File: src/rtl/sysx_target.sv
// sysX bus target: synchronizes the master's bus signals into the local clock domain and
// turns command/data frames into single-cycle local register write/read strobes.
module sysx_target #(
  parameter logic [1:0] ADDRESS = 2'd1
) (
  input  logic        iClock,
  input  logic        iReset,
  input  logic        iBusClock,
  input  logic [1:0]  iBusSelect,
  input  logic [7:0]  iBusMOSI,
  output logic [7:0]  oBusMISO,
  output logic        oBusMISOEnable,
  output logic        oBusInterrupt,
  output logic [3:0]  oLocalAddress,
  output logic [31:0] oLocalData,
  output logic        oLocalWrite,
  output logic        oLocalRead,
  input  logic [31:0] iLocalData,
  input  logic        iLocalInterrupt
);

  typedef enum logic [2:0] {IDLE, COMMAND, WDATA, WCOMMIT, RFETCH, RDATA, DONE} stateType;

  logic       busClkMeta, busClkSync, busClkPrev;
  logic [1:0] selectMeta, selectSync;
  logic [7:0] mosiMeta, mosiSync;

  stateType    stateReg, stateNext;
  logic [2:0]  byteCountReg, byteCountNext;
  logic        fetchPhaseReg, fetchPhaseNext;
  logic [31:0] shiftReg, shiftNext;
  logic [7:0]  misoReg, misoNext;
  logic [3:0]  addressReg, addressNext;
  logic [31:0] dataReg, dataNext;
  logic        writeReg, writeNext;
  logic        readReg, readNext;
  logic        interruptReg;

  logic busRise, busFall, selected;

  // MOSI shares the clock's synchronizer depth, so it is stable when the edge is detected.
  assign busRise  = busClkSync & ~busClkPrev;
  assign busFall  = ~busClkSync & busClkPrev;
  assign selected = (selectSync == ADDRESS);

  always_ff @(posedge iClock or posedge iReset) begin
    if (iReset) begin
      busClkMeta    <= 1'b0;
      busClkSync    <= 1'b0;
      busClkPrev    <= 1'b0;
      selectMeta    <= 2'd0;
      selectSync    <= 2'd0;
      mosiMeta      <= 8'h00;
      mosiSync      <= 8'h00;
      stateReg      <= IDLE;
      byteCountReg  <= 3'd0;
      fetchPhaseReg <= 1'b0;
      shiftReg      <= 32'h0;
      misoReg       <= 8'h00;
      addressReg    <= 4'h0;
      dataReg       <= 32'h0;
      writeReg      <= 1'b0;
      readReg       <= 1'b0;
      interruptReg  <= 1'b0;
    end else begin
      busClkMeta    <= iBusClock;
      busClkSync    <= busClkMeta;
      busClkPrev    <= busClkSync;
      selectMeta    <= iBusSelect;
      selectSync    <= selectMeta;
      mosiMeta      <= iBusMOSI;
      mosiSync      <= mosiMeta;
      stateReg      <= stateNext;
      byteCountReg  <= byteCountNext;
      fetchPhaseReg <= fetchPhaseNext;
      shiftReg      <= shiftNext;
      misoReg       <= misoNext;
      addressReg    <= addressNext;
      dataReg       <= dataNext;
      writeReg      <= writeNext;
      readReg       <= readNext;
      interruptReg  <= iLocalInterrupt;
    end
  end

  always_comb begin
    stateNext      = stateReg;
    byteCountNext  = byteCountReg;
    fetchPhaseNext = fetchPhaseReg;
    shiftNext      = shiftReg;
    misoNext       = misoReg;
    addressNext    = addressReg;
    dataNext       = dataReg;
    writeNext      = 1'b0;
    readNext       = 1'b0;
    if (!selected) begin
      stateNext = IDLE;
    end else begin
      case (stateReg)
        IDLE: stateNext = COMMAND;
        COMMAND: begin
          if (busRise) begin
            addressNext    = mosiSync[3:0];
            byteCountNext  = 3'd0;
            fetchPhaseNext = 1'b0;
            if (mosiSync[7]) begin
              stateNext = WDATA;
            end else begin
              stateNext = RFETCH;
              readNext  = 1'b1;
            end
          end
        end
        WDATA: begin
          if (busRise) begin
            dataNext      = {dataReg[23:0], mosiSync};
            byteCountNext = byteCountReg + 3'd1;
            if (byteCountReg == 3'd3) stateNext = WCOMMIT;
          end
        end
        WCOMMIT: begin
          writeNext = 1'b1;
          stateNext = DONE;
        end
        // Phase 0 is the read-strobe cycle; the local side answers during phase 1.
        RFETCH: begin
          if (!fetchPhaseReg) begin
            fetchPhaseNext = 1'b1;
          end else begin
            shiftNext     = iLocalData;
            byteCountNext = 3'd0;
            stateNext     = RDATA;
          end
        end
        RDATA: begin
          if (busFall && byteCountReg != 3'd4) begin
            misoNext      = shiftReg[31:24];
            shiftNext     = {shiftReg[23:0], 8'h00};
            byteCountNext = byteCountReg + 3'd1;
          end else if (busRise && byteCountReg == 3'd4) begin
            stateNext = DONE;
          end
        end
        DONE:    stateNext = DONE;
        default: stateNext = IDLE;
      endcase
    end
    if (stateNext != RDATA && stateNext != DONE) misoNext = 8'h00;
  end

  assign oBusMISO       = misoReg;
  assign oBusMISOEnable = selected;
  assign oBusInterrupt  = interruptReg;
  assign oLocalAddress  = addressReg;
  assign oLocalData     = dataReg;
  assign oLocalWrite    = writeReg;
  assign oLocalRead     = readReg;

endmodule

File: config.mk
export PLATFORM = sky130hd
export DESIGN_NAME = sysx_target
export DESIGN_NICKNAME = d
export VERILOG_FILES = /design/src/rtl/sysx_target.sv
export SDC_FILE = /design/constraint.sdc
export NUM_CORES = 1
export LEC_CHECK = 0
export CAP_MARGIN = 25
export CORE_MARGIN = 2
export CORE_UTILIZATION = 51
export DETAILED_ROUTE_END_ITERATION = 12
export GPL_ROUTABILITY_DRIVEN = 0
export HOLD_SLACK_MARGIN = 0.15
export PLACE_DENSITY = 0.86
export SYNTH_ARGS = -nofsm -noshare
export SYNTH_HDL_FRONTEND = slang
export SYNTH_SLANG_ARGS = --single-unit
File: constraint.sdc
create_clock -name iClock -period 4 [get_ports iClock]
set_input_delay 0.6 -clock iClock [delete_from_list [all_inputs] [get_ports iClock]]
set_output_delay 0.6 -clock iClock [all_outputs]
set_load 0.1 [all_outputs]
==> flow_metrics.tcl <==
set metrics [dict create \
    utilization_pct 68.2 \
    vias 2713 \
    cp-startpoint "selectSync[1]" \
    initial_core_util_pct 53.2 \
    io_pins 94 \
    critPathLaunchType "register" \
    ys_warn_count 0 \
    path_max_fanout 6 \
    ant_nets 0 \
    drt-total-wl_um 8300 \
    drtPass1Iterations 4 \
    hold_path.class "reg2reg" \
    die_x_um 97.1 \
    post-place-ws_ns 1.52 \
    cts_tree "yes" \
    portBuffers 93 \
    place_inst 503 \
    finalSetupTns_ns 0 \
    yosys_register_bits 109 \
    path_cells "nand2b_1 > inv_1 > clkdlybuf4s50_1" \
    diodes 0 \
    dp_hpwl_um 5800 \
    ys_dominant_reg_cell "dfrtp_1" \
    r2r_start "stateReg[1]" \
    antenna_found_initial 0 \
    cts_setup_buffers 0 \
    vias_per_cell 5.24 \
    p_sw_share_pct 25.1 \
    syn_nets 365 \
    fin_skew_ns 0.0150 \
    ys_async_sr_fraction_pct 100 \
    synth-edff-count 0 \
    r2r_slack_ns 1.68 \
    cts_max_level 3 \
    crit_path_end_kind "output port" \
    dieArea_mm2 0.00943 \
    p_int_uw 1540 \
    hold_violations 0 \
    cts-root-buf "clkbuf_8" \
    vdd_drop_max_mv 0.278 \
    core-area_mm2 0.00830 \
    synth.distinct_cells 34 \
    crit_buf_inv 2 \
    grt_pass1_wl_um 14000 \
    fp.dieH_um 97.1 \
    slowest_stage "clkdlybuf4s50_1" \
    worst_pin_slew_ns 1.02 \
    area_growth_pct 28.1 \
    netlist_instances 316 \
    setup_viol 0 \
    required_ns 3.40 \
    route.detailed.drc 0 \
    netlist_area_mm2 0.00442 \
    fin_crit_ns 2.86 \
    cpPeakStageDelay_ns 1.14 \
    drive_gt1_share_pct 24.9 \
    setup_ws_ns 1.14 \
    grt_overflow 0 \
    final_max_slew_viol_count 0 \
    dr.first_iter.drc_count 93 \
    cts_buffer_depth 2 \
    grt_util_all_layers_pct 18.6 \
    rows 33 \
    clk_latency_ns 0.36 \
    maxCapViolations 0 \
    seq_area_frac_synth_pct 61.7 \
    period_share_pct 71.6 \
    postCtsHoldBufs 0 \
    whs_ns 0.349 \
    status "completed" \
    critPathKind "reg2out" \
    cp.arrival_ns 2.26 \
    cts_inserted_buffers 9 \
    clkPwrFrac_pct 33.0 \
    routedWlPerCell_um 16.0 \
    grt_pass1_vias 2843 \
    avgSynthCellArea_um2 14.0 \
    max_freq_mhz 349 \
    num-nets-final 458 \
    final_cells 518 \
    grt_max_degree 57 \
    p_sw_uw 515 \
    hold_start "mosiMeta[5]" \
    rsz0062_at_grt "no" \
    seq_power_share_pct 56.4 \
    path_clk_slew_ns 0.10 \
    max_slew_margin_pct 31.9 \
    cpLargestDelayFamily "buffers and inverters" \
    p_per_area_mw_per_mm2 363 \
    power_frac_comb_pct 10.6 \
    clock_sinks 109 \
    power_leakage_uw 0.00268 \
    ctsResizeCount 0 \
]
registers in the layout, indices dropped and copies added (netlist names):
signal,flops
shiftReg,32
busClkPrev,1
busClkMeta,1
busClkSync,1
oBusMISO,8
oLocalRead,1
selectSync,2
stateReg,3
oBusInterrupt,1
mosiMeta,8
mosiSync,8
oLocalWrite,1
oLocalData,32
selectMeta,2
fetchPhaseReg,1
byteCountReg,3
oLocalAddress,4
cells by family after synthesis:
kind of cell	synth area share, %
AO/OA/AOI/OAI	3.94
adder cells (fa/ha/maj)	0.849
buffers and inverters	3.48
flip-flops	61.7
multiplexers	23.2
AND/OR/NAND/NOR	6.77
final cells by class:
| cell class | count | area [um2] |
|---|---|---|
| fillers | 578 | 2640 |
| clock inverters | 5 | 67.6 |
| multi-input cells | 175 | 1550 |
| clock buffers | 10 | 138 |
| repair buffers | 97 | 986 |
| well taps | 105 | 131 |
| flip-flops and latches | 109 | 2730 |
| inverters | 17 | 66.3 |
worst paths after layout:
check / cells after the start / to
min reg2reg: 0 / mosiSync[5]
max reg2reg: 5 / byteCountReg[0]
min: 0 / mosiSync[5]
min in group asynchronous: 2 / oLocalData[4]
max in group asynchronous: 3 / shiftReg[21]
max: 3 / oBusMISOEnable
cells in the mapped netlist, drive strengths merged (2+ instances only):
library cell	instances	area [um2]
buf	13	82.6
inv	17	63.8
nand4	2	12.5
mux2	77	867
a22o	2	17.5
mux2i	16	160
clkbuf	2	7.51
dfrtp	109	2730
ha	3	37.5
nor3	8	40.0
nor2	5	18.8
and3	3	18.8
nor3b	2	25.0
o21ai	11	55.1
nand3b	3	26.3
nand3	2	10.0
nand2	23	86.3
a21oi	6	33.8
cell usage in the layout, fill, tap and decap left out, types with 2 or more instances in the layout:
cell type / Yosys / routed
a21oi_1: 5 / 5
a22o_1: 2 / 2
and3_1: 3 / 3
buf_12: 0 / 2
buf_4: 7 / 2
clkbuf_8: 0 / 10
clkdlybuf4s50_1: 0 / 93
clkinv_4: 0 / 2
dfrtp_1: 109 / 109
ha_1: 3 / 3
inv_1: 17 / 16
mux2_1: 3 / 3
mux2_2: 74 / 74
mux2i_1: 16 / 16
nand2_1: 23 / 23
nand3_1: 2 / 2
nand3b_1: 2 / 2
nand4_1: 2 / 2
nor2_1: 5 / 5
nor3_1: 8 / 8
nor3b_2: 2 / 2
o21ai_0: 11 / 11
stage by stage:
stage,power (uW),instance area (um2)
6_report,2050,5660
5_1_grt,2150,5660
4_1_cts,2080,5660
3_5_place_dp,1400,5460
3_3_place_gp,1390,5440
2_1_floorplan,1310,4420
power groups by stage:
stage	clock network [uW]	registers, uW	logic (uW)
after detailed placement	0	1180	219
after global placement	0	1180	215
after CTS	704	1160	220
after floorplan	0	1240	68.6
after global routing	756	1160	232
final	677	1160	217
metal layers:
layer / track usage, % / up-vias / routed length, um
met5: 0 / - / 0
met4: 7.04 / 0 / 145
li1: - / 1285 / -
met3: 5.11 / 13 / 363
met1: 23.1 / 1348 / 3550
met2: 31.1 / 67 / 4240
Power figures use the tool's default switching activity.
